### src/rtl/rom_stream_pkg.sv
// rom_stream_pkg: FSM encodings and default geometry for rom_stream_reader and its bench
package rom_stream_pkg;
  localparam logic [1:0] ST_IDLE = 2'd0;
  localparam logic [1:0] ST_RUN  = 2'd1;
  localparam logic [1:0] ST_LAST = 2'd2;
  localparam logic [1:0] ST_DONE = 2'd3;
  localparam int ADDR_W_DEF = 3;
  localparam int DATA_W_DEF = 8;
endpackage

### src/rtl/rom_stream_reader.sv
// rom_stream_reader: walks an external ROM over a (base, len) burst and emits a valid/ready stream
// ROM_STREAM_CHECKSUM_EN adds a csum output: XOR of every transferred word of the burst
module rom_stream_reader
  import rom_stream_pkg::*;
#(
  parameter int ADDR_W = ADDR_W_DEF,
  parameter int DATA_W = DATA_W_DEF
) (
  input  logic              clk,
  input  logic              rst_n,
  input  logic              cmd_start,
  input  logic [ADDR_W-1:0] cmd_base,
  input  logic [ADDR_W:0]   cmd_len,
  input  logic              abort,
  output logic [ADDR_W-1:0] rom_addr,
  input  logic [DATA_W-1:0] rom_data,
  output logic              out_valid,
  output logic [DATA_W-1:0] out_data,
  output logic              out_last,
  input  logic              out_ready,
  output logic              busy,
  output logic              done
`ifdef ROM_STREAM_CHECKSUM_EN
  ,
  output logic [DATA_W-1:0] csum
`endif
);
  logic [1:0]      state;
  logic [ADDR_W:0] rem;
  logic            accept;
  logic            one_left;
  assign accept   = state == ST_IDLE && cmd_start && !abort;
  assign one_left = rem == (ADDR_W+1)'(1);
  assign done     = state == ST_DONE;
  always_ff @(posedge clk or negedge rst_n) begin
    if (!rst_n) begin
      state     <= ST_IDLE;
      rem       <= '0;
      rom_addr  <= '0;
      out_valid <= 1'b0;
      out_data  <= '0;
      out_last  <= 1'b0;
      busy      <= 1'b0;
    end else begin
      case (state)
        ST_IDLE: begin
          if (accept && cmd_len == '0) state <= ST_DONE;
          else if (accept) begin
            rom_addr <= cmd_base;
            rem      <= cmd_len;
            busy     <= 1'b1;
            state    <= ST_RUN;
          end
        end
        ST_RUN, ST_LAST: begin
          if (abort) begin
            out_valid <= 1'b0;
            out_last  <= 1'b0;
            busy      <= 1'b0;
            state     <= ST_IDLE;
          end else if (state == ST_LAST && out_ready) begin
            out_valid <= 1'b0;
            out_last  <= 1'b0;
            busy      <= 1'b0;
            state     <= ST_DONE;
          end else if (state == ST_RUN && (!out_valid || out_ready)) begin
            out_data  <= rom_data;
            out_valid <= 1'b1;
            out_last  <= one_left;
            rom_addr  <= rom_addr + 1'b1;
            rem       <= rem - 1'b1;
            state     <= one_left ? ST_LAST : ST_RUN;
          end
        end
        default: state <= ST_IDLE;
      endcase
    end
  end
`ifdef ROM_STREAM_CHECKSUM_EN
  always_ff @(posedge clk or negedge rst_n) begin
    if (!rst_n) csum <= '0;
    else if (accept) csum <= '0;
    else if (out_valid && out_ready) csum <= csum ^ out_data;
  end
`endif
endmodule

### config.mk
export PLATFORM = sky130hd
export DESIGN_NAME = rom_stream_reader
export DESIGN_NICKNAME = d
export VERILOG_FILES = /design/src/rtl/rom_stream_pkg.sv /design/src/rtl/rom_stream_reader.sv
export SDC_FILE = /design/constraint.sdc
export NUM_CORES = 1
export LEC_CHECK = 0
export CAP_MARGIN = 20
export CORE_MARGIN = 3
export CORE_UTILIZATION = 49
export DETAILED_ROUTE_END_ITERATION = 8
export GPL_TIMING_DRIVEN = 1
export PLACE_DENSITY = 0.88
export SETUP_SLACK_MARGIN = 0.3
export SLEW_MARGIN = 20
export SYNTH_ARGS = -nofsm -noshare
export SYNTH_HDL_FRONTEND = slang
export SYNTH_SLANG_ARGS = --single-unit
### constraint.sdc
create_clock -name clk -period 3.6 [get_ports clk]
set_clock_uncertainty 0.05 [all_clocks]
set_input_delay 0.72 -clock clk [delete_from_list [all_inputs] [get_ports clk]]
set_output_delay 0.72 -clock clk [all_outputs]
set_load 0.05 [all_outputs]
==> summary.md, run 1 <==
| Metric | Value |
|---|---|
| Power Internal | 694.1 uW |
| Pre-antenna DRT Iters | 4 |
| Post-synthesis register bit count | 20 |
| GRT Overall Usage | 21.31% |
| FMAX | 0.3941 GHz |
| Layout cells sized above 1 | 9.333% |
| Antenna violations before repair | 0 |
| Mapped Nets | 142 |
| Area grow syn2layout | 33.73% |
| Clock share of power | 7.5% |
| Slowest stage delay, CP | 0.82 ns |
| Adder-cell share of the synthesized area | 7.617% |
| Port bufs | 34 |
| Leakage power | 0.0006153 uW |
| Post-CTS resize count | 0 |
| Setup ws final | 1.063 ns |
| Antenna Cells | 0 |
| Max-cap violation count | 0 |
| Most frequent cells in the layout | clkdlybuf4s50_1, dfrtp_1, o21ai_0, a21oi_1, mux2_2 |
| P_sw | 705.8 uW |
| Critical Path End Type | output pin |
| Tcrit/Tclk final | 70.48% |
| Deepest level of the CTS H-tree | 1 |
| Die span in x | 54.44 microns |
| Num rows | 16 |
| CP max-delay cell | clkdlybuf4s50_1 |
| Critical Path Fanout Max | 4 |
| Final hold vios | 0 |
| Die Height | 54.44 microns |
| Vias/cell | 6.011 |
| WP depth | 2 |
| Worst-path cell chain | ha_1 -> clkdlybuf4s50_1 |
| First-pass GRT wire length | 4457 microns |
| Pin count of the biggest net entering global routing | 21 |
| Clk buf depth | 2 |
| Die area | 2964 sq um |
| Comb pwr share | 64.2% |
| R2r startpoint | state[1] |
| # IOs | 35 |
| Overflow after GRT | 0 |
| Synthesized area | 1150 sq um |
| Worst setup path start | state[1] |
| Post-CTS Hold Buffers | 0 |
| Reg power frac | 28.4% |
| Unique masters post-synth | 35 |
| Vias in the first global route | 1042 |
| Compound-cell area share of the yosys netlist | 19.04% |
| Crit path capture | done |
| Hold WS | 0.4660 ns |
| Syn. warnings | 0 |
| Sum Neg Setup Slack | 0 ns |
| Placed Cells | 174 |
| Nets | 179 |
| Hold crit path type | flip-flop to flip-flop |
| Simple-Gate Fraction of Synth Area | 18.06% |
| Fillers | 156 |
| Data required, critical path | 2.83 ns |
| Worst setup SP type | flip-flop |
| Max-Slew Margin vs Limit | 39.95% |
| Unrepaired setup endpoints after global routing | no |
| HPWL after DPL | 2161 microns |
| Max-slew violation total from the final report | 0 |
| RD Place Congestion | 0.9079 |
| Power Dens Cells | 910.4 nW/um^2 |
| R2R depth | 5 |
| CTS Buf Count | 3 |
| WP buf/inv | 1 |
| CP top delay family | buffers and inverters |
| CTS tree | built |
| Routed Antenna Nets | 0 |
| Initial Util | 55.23% |
| R2R setup slack | 1.12 ns |
| Reg clk slew, reported paths | 0.10 ns |
| Register area share after synthesis | 43.53% |
| Worst skew pair latency | 0.30 ns |
| Clock Sinks | 20 |
| Commonest non-fill, non-tap cell in the layout | clkdlybuf4s50_1 |
| Worst endpoint data arrival time | 1.77 ns |
| WL/cell | 15.90 microns |
| Clk Tree Root Cell | clkbuf_4 |
| Peak supply drop | 0.7115 mV |
| Min Tclk post-route | 2.537 ns |
| Synth Instances | 115 |
| Final wirelength | 2814 microns |
| # setup viols final | 0 |
| Switching Share | 50.42% |
| Main combinational cell family by area after synthesis | compound AO/OA/AOI/OAI gates |
| R2R Path End | out_data[7] |
| Synth Area in XOR/XNOR | 0% |
| Core area | 2082 sq um |
| Mux contribution to synthesized area | 8.705% |
| Crit Path Class | flip-flop to output pin |
| Residual DRC | 0 |
| Setup WS pre-CTS | 0.9568 ns |
| Worst Tran Pin Value | 0.8980 ns |
| Vias | 1064 |
| Layout Cells excl Fill | 177 |
| Final Util | 73.86% |
| Synth Area per Inst | 9.999 sq um |
| Setup bufs post-CTS | 0 |
| Status | finished, final reports clean |
| DR iter-0 viols | 26 |
-- cell families (layout without fill, tap and decap cells) --
logic type | after synthesis | in the layout
and+or+nand+nor | 36 | 36
AOI/OAI and AO/OA | 34 | 34
DFF | 20 | 20
muxes | 9 | 9
buffers and inverters | 9 | 44
adders and majority gates | 7 | 7
-- state kept, by name (all words and copies together) (netlist names) --
name / flops
state: 2
rem: 4
out_last: 1
out_valid: 1
busy: 1
rom_addr: 3
out_data: 8
-- metrics by stage --
stage	power (uW)	instance area, sq um
floorplan	1015	1150
global placement	1255	1515
detailed placement	1294	1515
CTS	1403	1538
global route	1493	1538
finish	1400	1538
-- layout make-up --
cell class	count	area (sq um)	area share, %
multi-input combinational	86	614.3	39.95
inverter	7	26.28	1.709
sequential	20	500.5	32.55
clock buffer	3	22.52	1.465
timing repair buffer	34	340.3	22.13
tap	27	33.78	2.197
-- power groups by stage --
stage	clock (uW)	sequential, uW	combinational [uW]
floorplan	0	640	376
global placement	0	391	864
detailed placement	0	400	894
CTS	108	397	898
global route	120	408	966
finish	104	398	898
-- metal layers --
layer	wire, microns	GRT usage (%)	vias to the layer above
li1	-	-	504
met1	1146	24.32	502
met2	1393	36.25	46
met3	196	4.905	12
met4	78	12.03	0
met5	0	0	-
-- synthesized netlist by cell type (all sizes together) --
| cell | number | area share (%) |
|---|---|---|
| dfrtp | 20 | 44 |
| o21ai | 11 | 4.8 |
| a21oi | 9 | 3.9 |
| mux2 | 8 | 7.8 |
| ha | 7 | 7.6 |
| inv | 6 | 2.0 |
| nand2 | 6 | 2.0 |
| nand3 | 6 | 2.6 |
| nand2b | 4 | 2.2 |
| a31oi | 3 | 1.6 |
| nand3b | 3 | 2.0 |
| nand4 | 3 | 1.6 |
| nor3 | 3 | 1.7 |
| a21o | 2 | 1.3 |
| buf | 2 | 0.76 |
| nor2 | 2 | 0.65 |
| nor2b | 2 | 1.1 |
| o31ai | 2 | 1.3 |
| or4 | 2 | 1.3 |
| a211oi | 1 | 0.65 |
| a32o | 1 | 0.87 |
| a41oi | 1 | 0.76 |
| and2 | 1 | 0.54 |
| and3 | 1 | 0.54 |
| clkinv | 1 | 0.33 |
| mux2i | 1 | 0.87 |
| nor4 | 1 | 0.54 |
| o2bb2ai | 1 | 0.76 |
| o31a | 1 | 0.76 |
| o32a | 1 | 0.87 |
| o32ai | 1 | 1.4 |
| or3 | 1 | 0.54 |
| or3b | 1 | 0.76 |
-- worst register-to-register path: stages, from the launching register on --
cell	delay (ns)
dfrtp_1	0.42
inv_1	0.09
ha_1	0.61
nand2_1	0.21
nor3_2	0.58
mux2_2	0.42
-- worst min-delay path by stage --
stage                      from     endpoint  cells past startpoint
finish              out_data[3]  out_data[3]                      1
global route        out_data[3]  out_data[3]                      1
CTS                 out_data[3]  out_data[3]                      1
detailed placement  out_data[2]  out_data[2]                      1
global placement    out_data[3]  out_data[3]                      1
floorplan                 rst_n         busy                      0
No activity file was read; power rests on OpenSTA's default activity.
==> inputs of run 2 (changes only) <==
--- a/config.mk
+++ b/config.mk
@@ -7,10 +7,10 @@
 export LEC_CHECK = 0
 export CAP_MARGIN = 20
 export CORE_MARGIN = 3
-export CORE_UTILIZATION = 49
+export CORE_UTILIZATION = 46
 export DETAILED_ROUTE_END_ITERATION = 8
 export GPL_TIMING_DRIVEN = 1
-export PLACE_DENSITY = 0.88
+export PLACE_DENSITY = 0.84
 export SETUP_SLACK_MARGIN = 0.3
 export SLEW_MARGIN = 20
 export SYNTH_ARGS = -nofsm -noshare
==> constraint.sdc (replaced) <==
create_clock -name clk -period 2.5 [get_ports clk]
set_clock_uncertainty 0.05 [all_clocks]
set_input_delay 0.5 -clock clk [delete_from_list [all_inputs] [get_ports clk]]
set_output_delay 0.5 -clock clk [all_outputs]
set_load 0.05 [all_outputs]
==> run 2 against run 1 <==
Flip-flop and latch count did not move. Register-to-register slack got worse by 0.72 ns. Non-clock buffer count rose by 6. Routed wire length fell by 0.78%. Die area rose by 5.8%. Utilization fell by 3.7 points.
==> summary.md, run 2 (synthesized netlist as in run 1, its figures left out) <==
| Metric | Value |
|---|---|
| Data required, critical path | 2.70 ns (was 2.83 ns) |
| Critical Path End Type | flip-flop (was output pin) |
| Max-Slew Margin vs Limit | 66.01% (was 39.95%) |
| R2R Path End | rem[2] (was out_data[7]) |
| Worst endpoint data arrival time | 2.30 ns (was 1.77 ns) |
| Largest regs | out_data x8, rem x4, rom_addr x3 (unchanged) |
| Die Height | 56.00 microns (was 54.44 microns) |
| Core area | 2297 sq um (was 2082 sq um) |
| Clk buf depth | 2 (unchanged) |
| R2r startpoint | state[1] (unchanged) |
| Vias | 1075 (was 1064) |
| Worst-path cell chain | inv_1 -> ha_1 -> nand2b_1 -> o32a_1 -> or4_1 -> nand4_1 (was ha_1 -> clkdlybuf4s50_1) |
| Routed Antenna Nets | 0 (unchanged) |
| Overflow after GRT | 0 (unchanged) |
| # IOs | 35 (unchanged) |
| Die area | 3135 sq um (was 2964 sq um) |
| Final hold vios | 0 (unchanged) |
| Critical Path Fanout Max | 8 (was 4) |
| Final Util | 70.21% (was 73.86%) |
| First-pass GRT wire length | 4554 microns (was 4457 microns) |
| Commonest non-fill, non-tap cell in the layout | clkdlybuf4s50_1 (unchanged) |
| CTS Buf Count | 3 (unchanged) |
| Vias/cell | 5.811 (was 6.011) |
| Pin count of the biggest net entering global routing | 21 (unchanged) |
| Min Tclk post-route | 2.103 ns |
| Num rows | 17 (was 16) |
| GRT Overall Usage | 18.01% (was 21.31%) |
| Crit Path Class | flip-flop to flip-flop (was flip-flop to output pin) |
| CP max-delay cell | or4_1 (was clkdlybuf4s50_1) |
| Deepest level of the CTS H-tree | 1 (unchanged) |
| Port bufs | 34 (unchanged) |
| Antenna Cells | 0 (unchanged) |
| CTS tree | built (unchanged) |
| RD Place Congestion | 0.8902 (was 0.9079) |
| Unrepaired setup endpoints after global routing | no (unchanged) |
| Max-slew violation total from the final report | 0 (unchanged) |
| Reg clk slew, reported paths | 0.12 ns (was 0.10 ns) |
| Worst skew pair latency | 0.30 ns (about the same) |
| DR iter-0 viols | 24 (was 26) |
| WP buf/inv | 1 (unchanged) |
| Final wirelength | 2792 microns (was 2814 microns) |
| R2R depth | 6 (was 5) |
| Die span in x | 56.00 microns (was 54.44 microns) |
| Power Dens Cells | 1342 nW/um^2 (was 910.4 nW/um^2) |
| Worst setup SP type | flip-flop (unchanged) |
| Clock Sinks | 20 (unchanged) |
| Peak supply drop | 1.084 mV (was 0.7115 mV) |
| Residual DRC | 0 (unchanged) |
| Leakage power | 0.0006645 uW (was 0.0006153 uW) |
| HPWL after DPL | 2122 microns (was 2161 microns) |
| Tcrit/Tclk final | 84.12% |
| Area grow syn2layout | 40.26% (was 33.73%) |
| Initial Util | 50.05% (was 55.23%) |
| Sum Neg Setup Slack | 0 ns (unchanged) |
| CP top delay family | simple AND/OR/NAND/NOR gates (was buffers and inverters) |
| Pre-antenna DRT Iters | 4 (unchanged) |
| FMAX | 0.4755 GHz |
| Antenna violations before repair | 0 (unchanged) |
| WL/cell | 15.09 microns (was 15.90 microns) |
| Vias in the first global route | 1086 (was 1042) |
| # setup viols final | 0 (unchanged) |
| Status | finished, final reports clean (unchanged) |
| Max reg flops | 8 (unchanged) |
| R2R setup slack | 0.40 ns (was 1.12 ns) |
| Slowest stage delay, CP | 0.50 ns (was 0.82 ns) |
| Nets | 185 (was 179) |
| Most frequent cells in the layout | clkdlybuf4s50_1, dfrtp_1, o21ai_0, a21oi_1, mux2_2 (unchanged) |
| Hold crit path type | input port to asynchronous set/reset pin (was flip-flop to flip-flop) |
| Max-cap violation count | 0 (unchanged) |
| Clk Tree Root Cell | clkbuf_4 (unchanged) |
| Layout cells sized above 1 | 13.38% (was 9.333%) |
| Worst Tran Pin Value | 0.5082 ns (was 0.8980 ns) |
| Biggest register | out_data (unchanged) |
## run 2: cell types whose count changed in the layout (fill, tap and decap cells not counted), sizes merged
cell and delta:
bufinv +1, dlygate4sd2 +1, clkdlybuf4s50 -1, buf +6
## run 2: layout make-up
type / count / area (sq um)
Fill cell: 183 / 684.4
Multi-Input combinational cell: 86 / 614.3
Timing Repair Buffer: 40 / 384.1
Tap cell: 28 / 35.03
Clock buffer: 3 / 22.52
Inverter: 7 / 26.28
Sequential cell: 20 / 500.5
Clock inverter: 1 / 30.03
## run 2: per-layer routing
layer / share of wire, % / global-route usage (%) / up-vias
met4: 1.7 / 4.407 / 0
met2: 51 / 30.38 / 45
met1: 40 / 22.51 / 510
met5: 0 / 0 / -
li1: - / - / 514
met3: 7.1 / 5.336 / 6
## run 2: worst max-delay path by stage
stage,depth (start not counted),slack [ns],to,start
after floorplan,6,0.59,rom_addr[2],state[0]
after global placement,5,0.21,rom_addr[2],abort
after detailed placement,5,0.15,rem[2],abort
after CTS,1,0.40,rom_addr[2],rom_addr[2]
after global routing,6,0.30,rom_addr[2],state[1]
final,6,0.40,rem[2],state[1]
## run 2: through the flow
step | instances | power (uW) | cell area [sq um] | worst slack, ns | hold WS [ns]
floorplan | 115 | 1462 | 1150 | 0.5927 | 0.1544
global placement | 181 | 1858 | 1562 | 0.2120 | 0.4388
detailed placement | 181 | 1898 | 1562 | 0.1463 | 0.4492
CTS | 185 | 2168 | 1613 | 0.4014 | 0.4670
global route | 185 | 2297 | 1613 | 0.3048 | 0.4837
finish | 185 | 2164 | 1613 | 0.3969 | 0.4611
## run 2: where the power goes
group | leakage [uW] | switching, uW | internal (uW)
logic | 0.000400 | 818 | 511
registers | 0.000237 | 99.8 | 467
clock network | 0.0000279 | 106 | 162
total | 0.000664 | 1020 | 1140
## run 2: what timing repair did
item | 4_1_cts | 5_1_grt
resized for setup | 1 | 0
setup buffers | 0 | 0
hold buffers | 0 | 0
endpoints found under the setup margin | 1 | 0
